===== config.mk =====
export PLATFORM = sky130hd
export DESIGN_NAME = blink_multi
export DESIGN_NICKNAME = d
export VERILOG_FILES = /design/src/rtl/blink_multi.sv
export SDC_FILE = /design/constraint.sdc
export NUM_CORES = 1
export LEC_CHECK = 0
export BUFFER_PORTS_ARGS = -buffer_cell sky130_fd_sc_hd__buf_2
export CAP_MARGIN = 40
export CORE_UTILIZATION = 40
export CTS_CLUSTER_DIAMETER = 60
export DETAILED_ROUTE_END_ITERATION = 10
export SETUP_SLACK_MARGIN = 0.2
export SLEW_MARGIN = 40
export SYNTH_ARGS = -nofsm -noshare
export SYNTH_HDL_FRONTEND = slang
export SYNTH_SLANG_ARGS = --single-unit

===== constraint.sdc =====
create_clock -name clk_i -period 6.4 [get_ports clk_i]
set_input_delay 0.32 -clock clk_i [delete_from_list [all_inputs] [get_ports clk_i]]
set_output_delay 0.32 -clock clk_i [all_outputs]
set_load 0.02 [all_outputs]

===== src/rtl/blink_multi.sv =====
// blink_multi: multi-channel LED driver.
// A shared prescaler turns the board clock into a slow tick. Each channel is
// independently configured as off, steady on, blinking or one-shot pulse
// through a one-write-per-cycle configuration port.
// Optional feature macro: BLINK_MULTI_PWM_EN. When defined, a shared PWM
// counter and per-channel duty registers are built and brightness is applied
// to lit channels. When undefined, cfg_duty_i is ignored and a lit channel
// drives its LED fully on.

module blink_multi #(
  parameter int FREQ     = 25000000,
  parameter int TICK_HZ  = 1000,
  parameter int CHANNELS = 4,
  parameter int PWM_BITS = 8
) (
  input  logic                clk_i,
  input  logic                rst_i,
  input  logic                cfg_we_i,
  input  logic [3:0]          cfg_ch_i,
  input  logic [1:0]          cfg_mode_i,
  input  logic [15:0]         cfg_period_i,
  input  logic [PWM_BITS-1:0] cfg_duty_i,
  output logic [CHANNELS-1:0] led_o,
  output logic                tick_o
);

  // Prescaler geometry: the counter runs 0..DIV-1.
  localparam int DIV   = FREQ / TICK_HZ;
  localparam int CNT_W = $clog2(DIV);
  localparam logic [CNT_W-1:0] CNT_MAX = CNT_W'(DIV - 1);

  typedef enum logic [1:0] {
    MODE_OFF   = 2'b00,
    MODE_ON    = 2'b01,
    MODE_BLINK = 2'b10,
    MODE_PULSE = 2'b11
  } mode_e;

  // Everything a channel needs to sequence itself, kept together so that
  // loading, ticking and reset each touch one record.
  typedef struct packed {
    mode_e       mode;
    logic [15:0] period;
    logic [15:0] phase;
    logic        lit;
  } chan_t;

  // Period resets to 1 so the "phase never exceeds period-1" invariant holds
  // from the very first cycle.
  localparam chan_t CHAN_RESET = '{
    mode:   MODE_OFF,
    period: 16'd1,
    phase:  16'd0,
    lit:    1'b0
  };

  logic [CNT_W-1:0]    pre_cnt_q, pre_cnt_d;
  logic                tick_q, tick_d;
  logic [CHANNELS-1:0] led_q, led_d;

  chan_t chan_q [CHANNELS];
  chan_t chan_d [CHANNELS];

  logic [CHANNELS-1:0] wr_sel;
  logic [CHANNELS-1:0] phase_last;
  logic [CHANNELS-1:0] lit_vec;
  logic [CHANNELS-1:0] bright;

  // Prescaler next state: wrap at DIV-1 and strobe tick for that one cycle.
  // NOTE: every signal assigned in an always_comb gets a value on every path
  // (here unconditionally); a missed path infers a latch.
  always_comb begin
    tick_d    = (pre_cnt_q == CNT_MAX);
    pre_cnt_d = tick_d ? '0 : pre_cnt_q + 1'b1;
  end

  // Write decode: only indices below CHANNELS can match, so writes aimed at
  // absent channels fall through and change nothing.
  always_comb begin
    wr_sel = '0;
    for (int c = 0; c < CHANNELS; c++) begin
      wr_sel[c] = cfg_we_i && (cfg_ch_i == 4'(c));
    end
  end

  // Per-channel end-of-period detect, and the lit flags as a flat vector.
  always_comb begin
    phase_last = '0;
    lit_vec    = '0;
    for (int c = 0; c < CHANNELS; c++) begin
      phase_last[c] = (chan_q[c].phase == chan_q[c].period - 16'd1);
      lit_vec[c]    = chan_q[c].lit;
    end
  end

  // Channel sequencing. A write always takes priority over a tick on the
  // same channel, so a tick coinciding with a write is simply not counted
  // there. Off and on channels hold their phase counter.
  always_comb begin
    for (int c = 0; c < CHANNELS; c++) begin
      chan_d[c] = chan_q[c];
      if (wr_sel[c]) begin
        chan_d[c].mode   = mode_e'(cfg_mode_i);
        chan_d[c].period = (cfg_period_i == 16'd0) ? 16'd1 : cfg_period_i;
        chan_d[c].phase  = 16'd0;
        chan_d[c].lit    = (cfg_mode_i != MODE_OFF);
      end else if (tick_q) begin
        unique case (chan_q[c].mode)
          MODE_BLINK: begin
            if (phase_last[c]) begin
              chan_d[c].phase = 16'd0;
              chan_d[c].lit   = ~chan_q[c].lit;
            end else begin
              chan_d[c].phase = chan_q[c].phase + 16'd1;
            end
          end
          MODE_PULSE: begin
            // One-shot: park in off at the end; a new write is the only
            // way to fire again.
            if (phase_last[c]) begin
              chan_d[c].mode = MODE_OFF;
              chan_d[c].lit  = 1'b0;
            end else begin
              chan_d[c].phase = chan_q[c].phase + 16'd1;
            end
          end
          default: begin
            // Off and on ignore the tick.
          end
        endcase
      end
    end
  end

`ifdef BLINK_MULTI_PWM_EN
  logic [PWM_BITS-1:0] pwm_cnt_q, pwm_cnt_d;
  logic [PWM_BITS-1:0] duty_q [CHANNELS];
  logic [PWM_BITS-1:0] duty_d [CHANNELS];

  // Free-running PWM counter, duty load on write, and brightness compare.
  // Full-scale duty is forced bright so 2^PWM_BITS-1 means truly steady on.
  always_comb begin
    pwm_cnt_d = pwm_cnt_q + 1'b1;
    bright    = '0;
    for (int c = 0; c < CHANNELS; c++) begin
      duty_d[c] = wr_sel[c] ? cfg_duty_i : duty_q[c];
      bright[c] = (duty_q[c] == {PWM_BITS{1'b1}}) || (pwm_cnt_q < duty_q[c]);
    end
  end

  // PWM counter and duty storage.
  always_ff @(posedge clk_i or posedge rst_i) begin
    if (rst_i) begin
      pwm_cnt_q <= '0;
      for (int c = 0; c < CHANNELS; c++) begin
        duty_q[c] <= '0;
      end
    end else begin
      pwm_cnt_q <= pwm_cnt_d;
      for (int c = 0; c < CHANNELS; c++) begin
        duty_q[c] <= duty_d[c];
      end
    end
  end
`else
  // Without PWM a lit channel is always fully bright; the duty input is
  // deliberately left unused.
  logic unused_duty;
  assign unused_duty = ^cfg_duty_i;
  assign bright      = '1;
`endif

  // LED drive: lit gated by brightness, registered.
  always_comb begin
    led_d = lit_vec & bright;
  end

  // State registers: prescaler, tick strobe, LED outputs and channel state.
  // NOTE: sequential state is updated with non-blocking assignments so every
  // flop samples its pre-edge inputs regardless of statement order.
  // NOTE: the channel register array is reset element by element because a
  // reset must abort any blink or pulse in progress; this is flop storage,
  // not a RAM, so resetting it is legitimate.
  always_ff @(posedge clk_i or posedge rst_i) begin
    if (rst_i) begin
      pre_cnt_q <= '0;
      tick_q    <= 1'b0;
      led_q     <= '0;
      for (int c = 0; c < CHANNELS; c++) begin
        chan_q[c] <= CHAN_RESET;
      end
    end else begin
      pre_cnt_q <= pre_cnt_d;
      tick_q    <= tick_d;
      led_q     <= led_d;
      for (int c = 0; c < CHANNELS; c++) begin
        chan_q[c] <= chan_d[c];
      end
    end
  end

  assign led_o  = led_q;
  assign tick_o = tick_q;

endmodule


# Word-level counts from Yosys, hierarchy flattened
# Cells that the tools add are included.
# totals
ff_bits,160
latchBits,0
ramBits,0
romBits,0
elab_cells,141
n_memories,0
# classes
addsub,9
multipliers,0
div,0
order_cmp,0
n_eq_ne,28
shifts,0
muxes,46
bitwise_logic,4
reduce_logical,35
# ops
op,n
16-bit 2-to-1 mux,9
17-bit 2-to-1 mux,8
17-bit case mux with 2 select lines,4
16-bit by 1-bit adder with 16-bit output (second input constant),4
16-bit equality test,4
16-bit by 1-bit subtractor with 16-bit output (second input constant),4
3-bit inequality test (second input constant),12
2-bit 2-to-1 mux,16
2-bit nonzero test,13
3-bit AND reduction,8
2-bit equality test (second input constant),8
16-bit logical NOT,1
4-bit AND reduction,4
15-bit by 1-bit adder with 15-bit output (second input constant),1
15-bit equality test (second input constant),1
15-bit 2-to-1 mux,1
3-bit nonzero test,4
4-bit by 2-bit equality test with 1-bit output (second input constant),2
1-bit 2-to-1 mux,8
4-bit by 1-bit equality test with 1-bit output (second input constant),1
1-bit logical AND,4
4-bit logical NOT,1
1-bit NOT,4

# Longest topological paths before layout
# logic_depth
ltp_word,6
mapped_depth,12

# Least setup slack after synthesis
# No wires, ideal clock.
# synth_path
path_kind,register -> register
from,register chan_q[130] (netlist bit)
to,register chan_q[108] (netlist bit)
setup_time_ps,121
arrival_time_ps,2921
slack_ps,3358
stages_incl_launch_ff,11
path_buffers,2
cell_sequence,dfrtp_1 buf_6 or4_4 or3_1 a2111o_1 a2111oi_4 nand4_2 and2_4 buf_6 a21o_1 a22o_1
# synth_between
elab_chain_cells,6
elab_cells_between_ends,8
# synth_rtl
item,line_no,text
from (decl),61,chan_t chan_q [CHANNELS];
"from (signal, indexed assignment)",197,chan_q[c] <= chan_d[c];
16-bit by 1-bit subtractor with 16-bit output (*),91,phase_last[c] = (chan_q[c].phase == chan_q[c].period - 16'd1);
16-bit equality test (*),91,
16-bit 2-to-1 mux,110,if (phase_last[c]) begin
17-bit case mux with 2 select lines,108,unique case (chan_q[c].mode)
17-bit 2-to-1 mux,107,end else if (tick_q) begin
17-bit 2-to-1 mux,102,if (wr_sel[c]) begin
# Mark *: on every way between the ends. The rest lies on a longest branch, timed or not. The select of a mux whose other input is x is not followed.
# A chain may end at the register's enable or synchronous reset.

# Final worst setup path
# layout_path
from,register chan_q[55] (netlist bit)
to,register chan_q[36] (netlist bit)
# Same word-level chain as after synthesis.

==> flow_metrics.py <==
metrics = {
    "outcome": {
        "status": "finished clean",
    },
    "clock_network": {
        "cts_resized": 0,
        "root_buffer": "clkbuf_16",
        "clkTransAtPathRegs_ps": 60,
        "cts_max_level": 4,
        "insertion_delay_ps": 420,
        "cts_hold_buf": 0,
        "numCtsBuffers": 17,
        "cts_tree": "done",
        "cts_setup_buffers": 0,
        "cts_buffer_depth": 2,
        "numClockSinks": 160,
    },
    "pwr": {
        "irDropWorstVdd_mv": 0.247,
        "p_clk_share_pct": 35.2,
        "p_per_area_nw_per_um2": 270,
        "switching_share_pct": 31.4,
        "power.leakage_nw": 4.62,
        "power_switching_mw": 0.911,
        "p_int_mw": 1.99,
        "power_frac_comb_pct": 20.3,
        "p_total_mw": 2.90,
        "seqPwrFrac_pct": 44.4,
    },
    "worst_setup_path": {
        "cp_max_fo": 13,
        "path_class": "reg2reg",
        "required_ps": 6750,
        "cp-end-kind": "flop",
        "start_kind": "flop",
        "arrival_ps": 3760,
    },
    "cells_and_area": {
        "area_delta_synth_final_pct": 9.98,
        "diodes": 0,
        "fin_nets": 1191,
        "num-fill-cells": 2287,
        "fin_cells": 1481,
        "fin_util_pct": 45.3,
        "drive_above_1_share_pct": 9.81,
    },
    "detailed_routing": {
        "antenna_left": 0,
        "wl_um": 23900,
        "wl_per_cell_um": 16.2,
        "dr.pass1.iters": 6,
        "drtIter0Drc": 572,
        "viasPerCell": 5.58,
        "drc": 0,
        "via_count": 8267,
    },
    "sta": {
        "skew_ps": 9.20,
        "worst_slew_pin_slew_ps": 800,
        "holdWs_ps": 1.69,
        "drv_slew": 0,
        "setup_viol": 0,
        "slew_headroom_pct": 46.7,
        "grt_setup_unrepaired": "false",
        "fin_crit_sh_pct": 53.2,
        "hold_violations": 0,
        "fmaxAchievable_ghz": 0.294,
        "fin_crit_ps": 3410,
        "tns_ps": 0,
    },
    "global_routing": {
        "grt_use_total_pct": 20.0,
        "grt_pass1_vias": 7700,
        "antenna_found_initial": 0,
        "grt_overflow": 0,
        "use_met3_pct": 3.32,
        "grt_start_max_net_pins": 90,
        "met1_usage_pct": 27.9,
        "use_met2_pct": 32.2,
        "grt_pass1_wl_um": 39300,
        "busiest_layer": "met2",
    },
    "logic_synthesis": {
        "ys.flop_type": "dfrtp_1",
        "syn_area_um2": 9790,
        "synth_cells": 1149,
        "async_flop_share_pct": 100,
        "synth_top_area_cell": "dfrtp_1",
        "synth-edff-count": 0,
        "yosysSeqAreaShare_pct": 41.0,
        "avgSynthCellArea_um2": 8.52,
        "netlist_top_cells_count": "259 x nand2_1, 156 x dfrtp_1, 80 x nor2_1, 46 x xnor2_1, 41 x clkbuf_1",
        "yosys_register_bits": 160,
        "synthesis.nets": 1191,
        "synth.most_common_cell": "nand2_1",
        "yosys.area.top_type_share_pct": 39.9,
        "synthTopCellsByArea": "dfrtp_1 40%, nand2_1 9.9%, xnor2_1 4.1%",
        "synth_cell_types": 78,
        "yosysWarnings": 0,
    },
    "die": {
        "io_pins": 38,
        "core_um2": 23800,
        "die_w_um": 158,
        "start_util_pct": 41.2,
        "rows": 56,
        "die_height_um": 158,
        "die_area_um2": 25100,
    },
    "place": {
        "port_buffers": 29,
        "place_congestion": 0.807,
        "place_hpwl_um": 16500,
        "place_inst": 1449,
    },
    "min_path": {
        "worstHoldPathType": "in2async",
    },
    "run": {
        "cap_violations": 0,
    },
}
## routing by layer
| metal | vias up | wire, um |
|---|---|---|
| met5 | - | 0 |
| met4 | 0 | 239 |
| met3 | 17 | 978 |
| met2 | 147 | 10900 |
| met1 | 4010 | 11800 |
| li1 | 4093 | - |
## area by class of cell
class	count	area, um2	share of cell area, %
clock buffers	22	474	4.40
clock inverters	10	110	1.02
inverters	29	116	1.08
multi-input cells	903	5440	50.5
flip-flops and latches	160	4010	37.2
well taps	319	399	3.71
repair buffers	38	216	2.01
## power by group through the flow
stage | Combinational, mW | Sequential, mW | Clock (mW)
global placement | 0.573 | 1.30 | 0
finish | 0.590 | 1.29 | 1.02
global route | 0.667 | 1.31 | 1.08
detailed placement | 0.585 | 1.31 | 0
CTS | 0.590 | 1.29 | 1.04
floorplan | 0.495 | 1.24 | 0
## state kept, by name, indices dropped and copies added (netlist names)
register   cells
tick_o         1
led_o          4
chan_q       140
pre_cnt_q     15
## logic make-up after synthesis
logic type                 Yosys count  synth area share (%)
and+or+nand+nor                    585                  29.3
xor gates and xnor gates            78                  6.98
muxes                               21                  2.20
adders and majority gates            9                  1.15
AOI/OAI and AO/OA                  210                  15.7
DFF                                160                  41.0
buffers and inverters               86                  3.71
## cell usage in the layout (no fill, tap or decap), types with 8 or more instances in the layout
master / instances
xnor2_1: 46
a221o_1: 16
nor2_1: 78
nand2_1: 259
buf_2: 29
nor2b_1: 9
a31oi_1: 9
or4_1: 11
inv_1: 28
or2_2: 14
nand3_1: 40
nor4_1: 20
dfrtp_1: 156
a2bb2oi_1: 10
a21o_1: 13
clkbuf_16: 17
o21ai_0: 39
or3_1: 20
a22o_1: 21
ha_1: 9
nor3_1: 31
nand4_1: 13
xor2_1: 32
buf_4: 8
mux2i_1: 17
and3_1: 29
o211ai_1: 10
a21oi_1: 32
## stage by stage
stage | cell area, um2 | worst slack (ps)
4_1_cts | 10800 | 2930
2_1_floorplan | 9790 | 1770
3_5_place_dp | 10200 | 2950
5_1_grt | 10800 | 2760
3_3_place_gp | 10200 | 2970
6_report | 10800 | 2990
## path summary, 6_finish.rpt
path	from	endpoint	slack, ps	cells past startpoint
min in group clk_i	cfg_period_i[5]	chan_q[127]	190	3
max in group asynchronous	rst_i	chan_q[79]	5320	3
worst max register to register	chan_q[55]	chan_q[36]	2990	8
worst max-delay path	chan_q[55]	chan_q[36]	2990	8
worst min-delay path	rst_i	pre_cnt_q[10]	2	2
worst min register to register	chan_q[70]	led_o[1]	400	0
## worst max-delay path: stages, from the launching register on
cell and delay [ps]:
dfrtp_1 470, nor4_2 740, and4b_1 400, nor3_1 60, o41a_1 410, o211ai_1 500, nor2_2 240, or3_1 380
a21oi_1 150
(Power assumes the default switching activity.)
